<file path="config.mk">
export PLATFORM = sky130hd
export DESIGN_NAME = frame_mux2_switch
export DESIGN_NICKNAME = d
export VERILOG_FILES = /design/src/rtl/frame_mux2_switch_pkg.sv /design/src/rtl/frame_mux2_switch.sv
export SDC_FILE = /design/constraint.sdc
export NUM_CORES = 1
export LEC_CHECK = 0
export CORE_AREA = 2 2 76 78
export DETAILED_ROUTE_END_ITERATION = 8
export DIE_AREA = 0 0 78 80
export MAX_ROUTING_LAYER = met4
export PLACE_DENSITY = 0.54
export REMOVE_ABC_BUFFERS = 1
export SLEW_MARGIN = 20
export SYNTH_ARGS = -nofsm -noshare
export SYNTH_HDL_FRONTEND = slang
export SYNTH_SLANG_ARGS = --single-unit
</file>
<file path="constraint.sdc">
create_clock -name clk -period 4 [get_ports clk]
set_input_delay 0.8 -clock clk [delete_from_list [all_inputs] [get_ports clk]]
set_output_delay 0.8 -clock clk [all_outputs]
set_load 0.02 [all_outputs]
</file>
<file path="src/rtl/frame_mux2_switch_pkg.sv">
// Shared definitions for the two-source serial frame switch: state codes
// and default frame/guard geometry.
package frame_mux2_switch_pkg;

  // Two-bit state codes kept as plain constants for legacy tools.
  localparam logic [1:0] ST_RUN   = 2'd0;
  localparam logic [1:0] ST_DRAIN = 2'd1;
  localparam logic [1:0] ST_GUARD = 2'd2;
  localparam logic [1:0] ST_SYNC  = 2'd3;

  localparam int FRAME_BITS_DEF   = 8;
  localparam int GUARD_CYCLES_DEF = 16;

  // Guard down-counter preset: the counter runs preset..0, so a preset of
  // cycles-1 gives exactly `cycles` clocks spent in GUARD.
  function automatic logic [15:0] guard_load(input int cycles);
    return 16'(cycles - 1);
  endfunction

endpackage

</file>
<file path="src/rtl/frame_mux2_switch.sv">
// Two-source serial frame switch. Forwards the bit stream of the source that
// currently owns the output, lets an in-flight frame finish before handing
// over, inserts a fixed idle guard, then waits for a frame start on the new
// source before forwarding again.
module frame_mux2_switch
  import frame_mux2_switch_pkg::*;
#(
  parameter int FRAME_BITS   = FRAME_BITS_DEF,
  parameter int GUARD_CYCLES = GUARD_CYCLES_DEF
) (
  input  logic clk,
  input  logic reset,
  input  logic bit_en,
  input  logic sel,
  input  logic y0,
  input  logic y1,
  input  logic frm0,
  input  logic frm1,
  output logic x,
  output logic x_frm,
  output logic cur_src,
  output logic busy
);

  localparam logic [7:0]  FB         = 8'(FRAME_BITS);
  localparam logic [15:0] GUARD_INIT = guard_load(GUARD_CYCLES);

  logic [1:0]  state;
  logic [7:0]  bcnt;
  logic        in_frame;
  logic [15:0] gcnt;

  logic [1:0]  state_n;
  logic [15:0] gcnt_n;
  logic        src_n;
  logic        fwd;
  logic        clr;
  logic        frm_c;
  logic        y_c;
  logic [7:0]  bcnt_inc;
  logic        frame_done;

  // Next-state, guard count and forwarding decision for this clock.
  always_comb begin
    frm_c      = cur_src ? frm1 : frm0;
    y_c        = cur_src ? y1 : y0;
    bcnt_inc   = bcnt + 8'd1;
    frame_done = bit_en && !frm_c && in_frame && (bcnt_inc == FB);
    state_n    = state;
    gcnt_n     = gcnt;
    src_n      = cur_src;
    fwd        = 1'b0;
    clr        = 1'b0;
    case (state)
      ST_RUN: begin
        fwd = bit_en;
        if (sel != cur_src) begin
          if (in_frame) begin
            state_n = ST_DRAIN;
          end else begin
            state_n = ST_GUARD;
            gcnt_n  = GUARD_INIT;
          end
        end
      end
      ST_DRAIN: begin
        fwd = bit_en;
        if (sel == cur_src) begin
          state_n = ST_RUN;
        end else if (frame_done) begin
          state_n = ST_GUARD;
          gcnt_n  = GUARD_INIT;
        end
      end
      ST_GUARD: begin
        // sel is only looked at on the final guard clock, so toggling it
        // earlier cannot stretch or restart the guard.
        if (gcnt == 16'd0) begin
          state_n = ST_SYNC;
          src_n   = sel;
          clr     = 1'b1;
        end else begin
          gcnt_n = gcnt - 16'd1;
        end
      end
      default: begin
        if (sel != cur_src) begin
          state_n = ST_GUARD;
          gcnt_n  = GUARD_INIT;
        end else if (bit_en && frm_c) begin
          // The frame-start slot that ends SYNC is itself forwarded.
          state_n = ST_RUN;
          fwd     = 1'b1;
        end
      end
    endcase
  end

  // Control registers, frame bit counter and registered serial output.
  always_ff @(posedge clk) begin
    if (reset) begin
      state    <= ST_SYNC;
      cur_src  <= 1'b0;
      x        <= 1'b0;
      x_frm    <= 1'b0;
      bcnt     <= 8'd0;
      in_frame <= 1'b0;
      gcnt     <= 16'd0;
      busy     <= 1'b1;
    end else begin
      state   <= state_n;
      gcnt    <= gcnt_n;
      cur_src <= src_n;
      busy    <= (state_n != ST_RUN);

      // A frame start always re-anchors the count, even mid-frame.
      if (clr) begin
        bcnt     <= 8'd0;
        in_frame <= 1'b0;
      end else if (bit_en) begin
        if (frm_c) begin
          bcnt     <= 8'd1;
          in_frame <= 1'b1;
        end else if (in_frame) begin
          bcnt <= bcnt_inc;
          if (bcnt_inc == FB) begin
            in_frame <= 1'b0;
          end
        end
      end

      if (fwd) begin
        x     <= y_c;
        x_frm <= frm_c;
      end else if (state == ST_GUARD || state == ST_SYNC) begin
        x     <= 1'b0;
        x_frm <= 1'b0;
      end
    end
  end

endmodule

</file>
# Word-level counts from Yosys, hierarchy flattened
# Index checks and enable logic that the tools add are counted.
dict set report word_totals {
  elab_cells 68
  output_inout_bits 4
  reg_bits 31
  in_bits 8
}
dict set report classes {
  muxes 30
  n_eq_ne 11
  add_sub_neg 2
  n_reduce_logical 17
}
# op count
set ops {}
lappend ops {{16-bit two-way mux} 6}
lappend ops {{16-bit case mux with 3 select lines} 1}
lappend ops {{16-bit zero test} 1}
lappend ops {{8-bit two-way mux} 2}
lappend ops {{16-bit by 1-bit subtractor with 16-bit output (second input constant)} 1}
lappend ops {{2-bit two-way mux} 7}
lappend ops {{1-bit two-way mux} 12}
lappend ops {{2-bit inequality test (second input constant)} 5}
lappend ops {{8-bit by 1-bit adder with 8-bit output (second input constant)} 1}
lappend ops {{8-bit by 4-bit equality test with 1-bit output (second input constant)} 1}
lappend ops {{2-bit case mux with 3 select lines} 1}
lappend ops {{6-bit AND reduction} 1}
lappend ops {{2-bit nonzero test} 3}
lappend ops {{2-bit equality test (second input constant)} 2}
lappend ops {{1-bit logical AND} 4}
lappend ops {{2-bit AND reduction} 2}
lappend ops {{2-bit OR reduction} 2}
lappend ops {{3-bit nonzero test} 1}
lappend ops {{2-bit by 1-bit equality test with 1-bit output (second input constant)} 1}
lappend ops {{2-bit zero test} 1}
lappend ops {{1-bit case mux with 2 select lines} 1}
lappend ops {{1-bit equality test} 1}
lappend ops {{1-bit zero test} 1}
lappend ops {{1-bit logical OR} 1}
lappend ops {{1-bit inequality test} 1}

# Logic depth before layout (Yosys ltp)
# Gate-level depths: netlist of the first run.
dict set report depth {
  depth_word 9
  ltp_mapped 9
  ltp_nobuf 8
}

# Worst setup path before layout of the first run
# No wires, ideal clock.
dict set report synth_path {
  path_kind {register to register}
  start {reg bcnt[0]}
  end {reg gcnt[8]}
  setup_slack_ns 1.940
  stages_incl_launch_ff 10
  required_time_ns 3.880
  synth_period_minus_slack_ns 2.060
  path_buffers 2
  setup_ns 0.120
  t_arrival_ns 1.941
  path_cell_list {dfxtp_1 > ha_1 > and3_1 > clkbuf_1 > and3_1 > o221ai_1 > o21a_1 > buf_2 > nor3_1 > o2bb2ai_1}
}
dict set report synth_between {
  elab_chain_cells 5
}
# item line_no
set synth_lines {}
lappend synth_lines {{from (decl)} frame_mux2_switch.sv:29} ;# logic [7:0] bcnt;
lappend synth_lines {{from (signal assigned)} frame_mux2_switch.sv:125} ;# bcnt <= bcnt_inc;
lappend synth_lines {{8-bit by 1-bit adder with 8-bit output} frame_mux2_switch.sv:47} ;# bcnt_inc = bcnt + 8'd1;
lappend synth_lines {{8-bit by 4-bit equality test with 1-bit output} frame_mux2_switch.sv:48} ;# frame_done = bit_en && !frm_c && in_frame && (bcnt_inc == FB);
lappend synth_lines {{1-bit logical AND} frame_mux2_switch.sv:48}
lappend synth_lines {{2-bit inequality test (no line)} -}
lappend synth_lines {{6-bit AND reduction (no line)} -}
lappend synth_lines {{to (signal assigned)} frame_mux2_switch.sv:112} ;# gcnt <= gcnt_n;
lappend synth_lines {{to (decl)} frame_mux2_switch.sv:31} ;# logic [15:0] gcnt;
# Every way passes these cells.
# A chain may end at the register's enable or synchronous reset.

# Worst setup path after layout of the first run
dict set report layout_path {
  start {in sel}
  end {reg gcnt[7]}
}
dict set report layout_between {
  elab_chain_cells 3
  elab_cells_between_ends 6
  cone_classes {4 x eq/ne; 2 x reduce/logical}
}
# item line_no
set layout_lines {}
lappend layout_lines {{from (decl)} frame_mux2_switch.sv:14} ;# input logic sel,
lappend layout_lines {{1-bit inequality test or 1-bit equality test (tied branches)} {frame_mux2_switch.sv:57, frame_mux2_switch.sv:87, frame_mux2_switch.sv:68}}
lappend layout_lines {{2-bit inequality test (no line) or 3-bit nonzero test (tied branches)} -}
lappend layout_lines {{6-bit AND reduction (no line) *} -}
# Mark *: on every way between the ends. The rest lies on a longest branch, timed or not.

==> results of run 1 <==
kinds of logic after synthesis:
family                   Yosys count
AO/OA/AOI/OAI                     71
AND/OR/NAND/NOR                  101
buffers and inverters             19
XOR/XNOR                           3
adder cells (fa/ha/maj)            3
multiplexers                       4
flip-flops                        31
cell type report:
type / count / area [µm²]
fill: 581 / 3309
multi-input combinational: 182 / 1116
sequential: 31 / 620.6
timing repair buffer: 13 / 125.1
tap: 72 / 90.09
clock buffer: 6 / 82.58
clock inverter: 2 / 35.03
inverter: 7 / 26.28
report_power, final:
| group | switching, W | internal [W] | leakage (nW) | total [W] |
|---|---|---|---|---|
| registers | 0.0000560 | 0.000356 | 0.253 | 0.000412 |
| logic | 0.000270 | 0.000165 | 0.424 | 0.000435 |
| clock network | 0.000123 | 0.000201 | 0.0612 | 0.000324 |
worst reg2reg max path, stage by stage (launching register included):
cell and delay, ns:
dfxtp_1 0.36, or3_4 0.44, nor4_4 0.53, nand3_2 0.26, nand2b_1 0.42, nor3_1 0.14
o2bb2ai_1 0.15
metrics by stage:
stage,power [W],area (µm²),hold WS (ns),setup slack [ns]
3_5_place_dp,0.0008520,1978,0.4944,1.242
5_1_grt,0.001259,2096,0.5322,1.373
3_3_place_gp,0.0008512,1978,0.4864,1.312
4_1_cts,0.001183,2096,0.5149,1.539
2_1_floorplan,0.0007413,1763,0.4643,1.956
6_report,0.001170,2096,0.5060,1.500
metal layers:
| metal | global-route usage (%) | routed length (µm) |
|---|---|---|
| met4 | 6.316 | 68 |
| met5 | - | 0 |
| met1 | 19.96 | 2137 |
| met2 | 23.10 | 1817 |
| met3 | 2.828 | 108 |
cells in the final DEF (no fill, tap or decap), types with 5 or more instances in the layout:
master           count
nor3_1              13
a31oi_1             12
o21ai_0              6
nand2b_1             5
a21oi_1             18
clkdlybuf4s50_1     11
nor2_1              30
o21a_1               5
nand3_1              9
or3_1                6
clkbuf_8             6
nand2_1             15
o21ai_1              6
inv_1                7
dfxtp_1             31
sequential cells by signal, indices dropped and copies added (netlist names):
| name | cells |
|---|---|
| busy | 1 |
| x | 1 |
| state | 2 |
| gcnt | 16 |
| bcnt | 8 |
| in_frame | 1 |
| cur_src | 1 |
| x_frm | 1 |
worst max-delay path by stage:
stage / from / end / slack (ns) / cells after the start
floorplan: gcnt[7] / gcnt[8] / 1.96 / 6
global placement: sel / gcnt[9] / 1.31 / 6
detailed placement: sel / gcnt[7] / 1.24 / 6
CTS: sel / gcnt[7] / 1.54 / 6
global route: sel / gcnt[7] / 1.37 / 6
finish: sel / gcnt[7] / 1.50 / 6
==> flow_metrics.env, run 1 <==
export IMPL_cts_tree="done"
export IMPL_cp_required_ns=4.20
export IMPL_max_cap_violations=0
export IMPL_synthDistinctLibCells=51
export IMPL_yosysTopAreaCell="dfxtp_1"
export IMPL_synth_simple_area_share_pct=29.90
export IMPL_drive_gt1_share_pct=9.544
export IMPL_path_clk_slew_ns=0.07
export IMPL_num_rows=27
export IMPL_routed_wl_um=4131
export IMPL_holdPathEnd="gcnt[10]"
export IMPL_setup_viol=0
export IMPL_fmax_mhz=400.0
export IMPL_post_drt_wl_per_cell_um=13.20
export IMPL_crit_family="compound AO/OA/AOI/OAI gates"
export IMPL_synth_edff_count=0
export IMPL_yosys_cell_count_top_type="dfxtp_1"
export IMPL_cp_start_kind="primary input"
export IMPL_drc_errors=0
export IMPL_muxShareOfSynthArea_pct=2.268
export IMPL_period_share_pct=62.51
export IMPL_p_leak_nw=0.7377
export IMPL_syn_to_final_growth_pct=15.12
export IMPL_grt_overflow_total=0
export IMPL_peakVddDrop_v=0.0002410
export IMPL_core_area_mm2=0.005405
export IMPL_cts_hold_buf=0
export IMPL_timing_rr_start="gcnt[7]"
export IMPL_yosysSeqAreaShare_pct=34.09
export IMPL_cts_sinks=31
export IMPL_clk_latency_ns=0.29
export IMPL_cts_path_max_buffers=2
export IMPL_timing_setup_tns_ns=0
export IMPL_worstSetupPathType="primary input to flop"
export IMPL_synth_compound_area_share_pct=25.64
export IMPL_grt_usage_pct=15.21
export IMPL_p_per_area_mw_per_mm2=558.5
export IMPL_cts_max_level=2
export IMPL_final_hold_violation_count=0
export IMPL_max_stage_delay_ns=0.58
export IMPL_critPathMaxFanout=13
export IMPL_synth_top_family_by_area="simple AND/OR/NAND/NOR gates"
export IMPL_drt_iter0_markers=73
export IMPL_min_delay_start="gcnt[10]"
export IMPL_place_gp_congestion=0.8418
export IMPL_syn_area_mm2=0.001820
export IMPL_grt_pass1_vias=1573
export IMPL_worstHoldPathCells=2
export IMPL_maxSlewHeadroom_pct=53.38
export IMPL_synthFlopType="dfxtp_1"
export IMPL_yosys_top_cells_area="dfxtp_1 34%, nor2_1 6.2%, a21oi_1 4.9%"
export IMPL_antenna_found_initial=0
export IMPL_routed_via_density=5.265
export IMPL_hpwl_um=2857
export IMPL_vias=1648
export IMPL_async_reset_ff_share_pct=0
export IMPL_cts_resized=0
export IMPL_rrSetupSlack_ns=1.58
export IMPL_r2r_end="gcnt[8]"
export IMPL_ys_top_cells_by_count="31 x dfxtp_1, 30 x nor2_1, 18 x a21oi_1"
export IMPL_cts_buffers=5
export IMPL_synth_seq_cells=31
export IMPL_finalClockSkew_ns=0.008318
export IMPL_finalCriticalPeriod_ns=2.500
export IMPL_final_cells=313
export IMPL_dieArea_mm2=0.006240
export IMPL_port_buffers=11
export IMPL_rsz0062_at_grt="no"
export IMPL_finalMaxSlewViolations=0
export IMPL_fp_dieH_um=80
export IMPL_drtAntennaViolNets=0
export IMPL_clockRootBuffer="clkbuf_8"
export IMPL_path_buf_inv=1
export IMPL_ys_warnings_count=0
export IMPL_start_util_pct=33.68
export IMPL_grt_pass1_wl_um=7403
export IMPL_antennaDiodeCount=0
export IMPL_worst_pin_slew_ns=0.6972
export IMPL_drt_pass1_iter_count=4
export IMPL_utilization_pct=38.77
export IMPL_grt_start_max_net_pins=23
export IMPL_dpl_cell_count=305
export IMPL_cp_slowest_cell="o211ai_2"
export IMPL_synth_top_area_share_pct=34.09
export IMPL_post_cts_buffers=0
export IMPL_rr_worst_depth=6
export IMPL_yosys_area_share_adder_pct=2.062
export IMPL_layout_nets=251
export IMPL_dieWidth_um=78
export IMPL_boundaryPins=12
export IMPL_crit_chain="clkdlybuf4s50_1, xnor2_1, a21oi_1, o211ai_2, nor2_2, a311oi_1"
export IMPL_syn_inst=232
export IMPL_arrival_ns=2.70
export IMPL_hold_class="flop to flop"
export IMPL_endpoint_kind="flop"
export IMPL_syn_area_per_cell_um2=7.847
export IMPL_synth_xor_area_share_pct=1.443
export IMPL_outcome="complete, no violations"
No activity file was read; power rests on OpenSTA's default activity.
==> run 2: changes to the inputs <==
==> constraint.sdc (replaced) <==
create_clock -name clk -period 2.45 [get_ports clk]
set_input_delay 0.49 -clock clk [delete_from_list [all_inputs] [get_ports clk]]
set_output_delay 0.49 -clock clk [all_outputs]
set_load 0.02 [all_outputs]
==> run 2 against run 1 <==
  * Critical path depth up 1
  * Routed wire length grew 3.2%
  * Clock skew hardly changed
  * Clock power is 65% higher
  * Cell count increased by 2.6%
  * Highest routed layer unchanged
==> flow_metrics.env, run 2 (synthesis results as in run 1) <==
export IMPL_routed_wl_um=4265
export IMPL_placed_area_mm2=0.002038
export IMPL_num_rows=27
export IMPL_hold_class="flop to flop"
export IMPL_reg_largest_list="gcnt (16), bcnt (8), state (2)"
export IMPL_setup_viol=0
export IMPL_endpoint_kind="flop"
export IMPL_drt_iter0_markers=71
export IMPL_cts_sinks=31
export IMPL_start_util_pct=33.68
export IMPL_multi_input_area_mm2=0.001117
export IMPL_grt_start_max_net_pins=22
export IMPL_maxSlewHeadroom_pct=70.95
export IMPL_syn_to_final_growth_pct=18.49
export IMPL_grt_pass1_wl_um=7845
export IMPL_rsz0062_at_grt="no"
export IMPL_cts_hold_buf=0
export IMPL_cts_max_level=2
export IMPL_final_cell_mix="31 x dfxtp_1, 30 x nor2_1, 18 x a21oi_1"
export IMPL_drc_errors=0
export IMPL_p_per_area_mw_per_mm2=917.3
export IMPL_post_cts_buffers=0
export IMPL_mostFrequentLayoutCell="dfxtp_1"
export IMPL_worstSetupPathType="flop to flop"
export IMPL_grt_usage_pct=16.12
export IMPL_final_hold_violation_count=0
export IMPL_num_fill_cells=580
export IMPL_critPathMaxFanout=13
export IMPL_largest_register_ffs=16
export IMPL_fmax_mhz=452.3
export IMPL_place_gp_congestion=0.7804
export IMPL_boundaryPins=12
export IMPL_arrival_ns=2.41
export IMPL_period_share_pct=90.24
export IMPL_core_area_mm2=0.005405
export IMPL_max_cap_violations=0
export IMPL_rr_worst_depth=7
export IMPL_outcome="complete, no violations"
export IMPL_fp_dieH_um=80
export IMPL_grt_pass1_vias=1706
export IMPL_drt_pass1_iter_count=4
export IMPL_layout_nets=259
export IMPL_p_leak_nw=0.7763
export IMPL_hpwl_um=2979
export IMPL_cts_tree="done"
export IMPL_finalClockSkew_ns=0.008347
export IMPL_cts_resized=0
export IMPL_clockRootBuffer="clkbuf_8"
export IMPL_worstHoldPathCells=2
export IMPL_dieWidth_um=78
export IMPL_dieArea_mm2=0.006240
export IMPL_register_area_um2=620.6
export IMPL_vias=1727
export IMPL_clk_latency_ns=0.29
export IMPL_drive_gt1_share_pct=12.85
export IMPL_finalCriticalPeriod_ns=2.211
export IMPL_finalMaxSlewViolations=0
export IMPL_utilization_pct=39.91
export IMPL_antenna_found_initial=0
export IMPL_largest_register="gcnt"
export IMPL_cp_required_ns=2.64
export IMPL_final_area_mm2=0.002157
export IMPL_cp_start_kind="flop"
export IMPL_antennaDiodeCount=0
export IMPL_path_clk_slew_ns=0.07
export IMPL_routed_via_density=5.380
export IMPL_grt_overflow_total=0
export IMPL_drtAntennaViolNets=0
export IMPL_port_buffers=11
export IMPL_cts_buffers=5
export IMPL_timing_setup_tns_ns=0
export IMPL_peakVddDrop_v=0.0004066
export IMPL_post_drt_wl_per_cell_um=13.29
export IMPL_cts_path_max_buffers=2
export IMPL_worst_pin_slew_ns=0.4346
[run 2: cell types whose count changed in the layout (fill, tap and decap cells not counted), sizes merged]
| cell | delta |
|---|---|
| buf | +8 |
[run 2: per-stage QoR]
stage	hold WS, ns	cells	power, W	setup slack [ns]
after floorplan	0.4643	220	0.001210	0.4065
after global placement	0.4831	313	0.001447	0.1551
after detailed placement	0.4918	313	0.001451	0.09292
after CTS	0.5015	321	0.001991	0.06629
after global routing	0.5282	321	0.002131	0.05853
final	0.4986	321	0.001979	0.2391
[run 2: path summary, 6_finish.rpt]
check	from	end	slack (ns)
max reg2reg	bcnt[0]	gcnt[7]	0.24
min reg2reg	gcnt[10]	gcnt[10]	0.50
min	gcnt[10]	gcnt[10]	0.50
max	bcnt[0]	gcnt[7]	0.24
[run 2: layer usage]
layer	vias to the layer above	GRT usage, %	share of wire [%]
li1	895	-	-
met4	0	5.439	1.0
met5	-	-	0
met3	4	3.054	3.3
met1	799	21.26	52
met2	29	24.91	43
[run 2: area by class of cell]
type | count | area share, %
clock inverters | 2 | 1.624
repair buffers | 21 | 8.585
inverters | 7 | 1.218
well taps | 72 | 4.176
clock buffers | 6 | 3.828
multi-input cells | 182 | 51.80
flip-flops and latches | 31 | 28.77
[run 2: critical path, stage by stage, from the launching register on]
cell and delay [ns]:
dfxtp_1 0.38, ha_1 0.27, and3_1 0.26, and3_1 0.18
o221ai_1 0.28, o21a_2 0.37, nor2_2 0.11, a311oi_1 0.26
[run 2: power breakdown]
group | total, W | internal, W | switching (W)
combinational | 0.000771 | 0.000320 | 0.000451
clock | 0.000536 | 0.000329 | 0.000206
sequential | 0.000672 | 0.000580 | 0.0000915
total | 0.00198 | 0.00123 | 0.000749
==> run 3: changes to the inputs <==
--- a/config.mk
+++ b/config.mk
@@ -11,7 +11,6 @@
 export MAX_ROUTING_LAYER = met4
 export PLACE_DENSITY = 0.54
 export REMOVE_ABC_BUFFERS = 1
-export SLEW_MARGIN = 20
 export SYNTH_ARGS = -nofsm -noshare
 export SYNTH_HDL_FRONTEND = slang
 export SYNTH_SLANG_ARGS = --single-unit
==> results of run 3 <==
Final layout, timing and power as in run 2 (identical DEF).
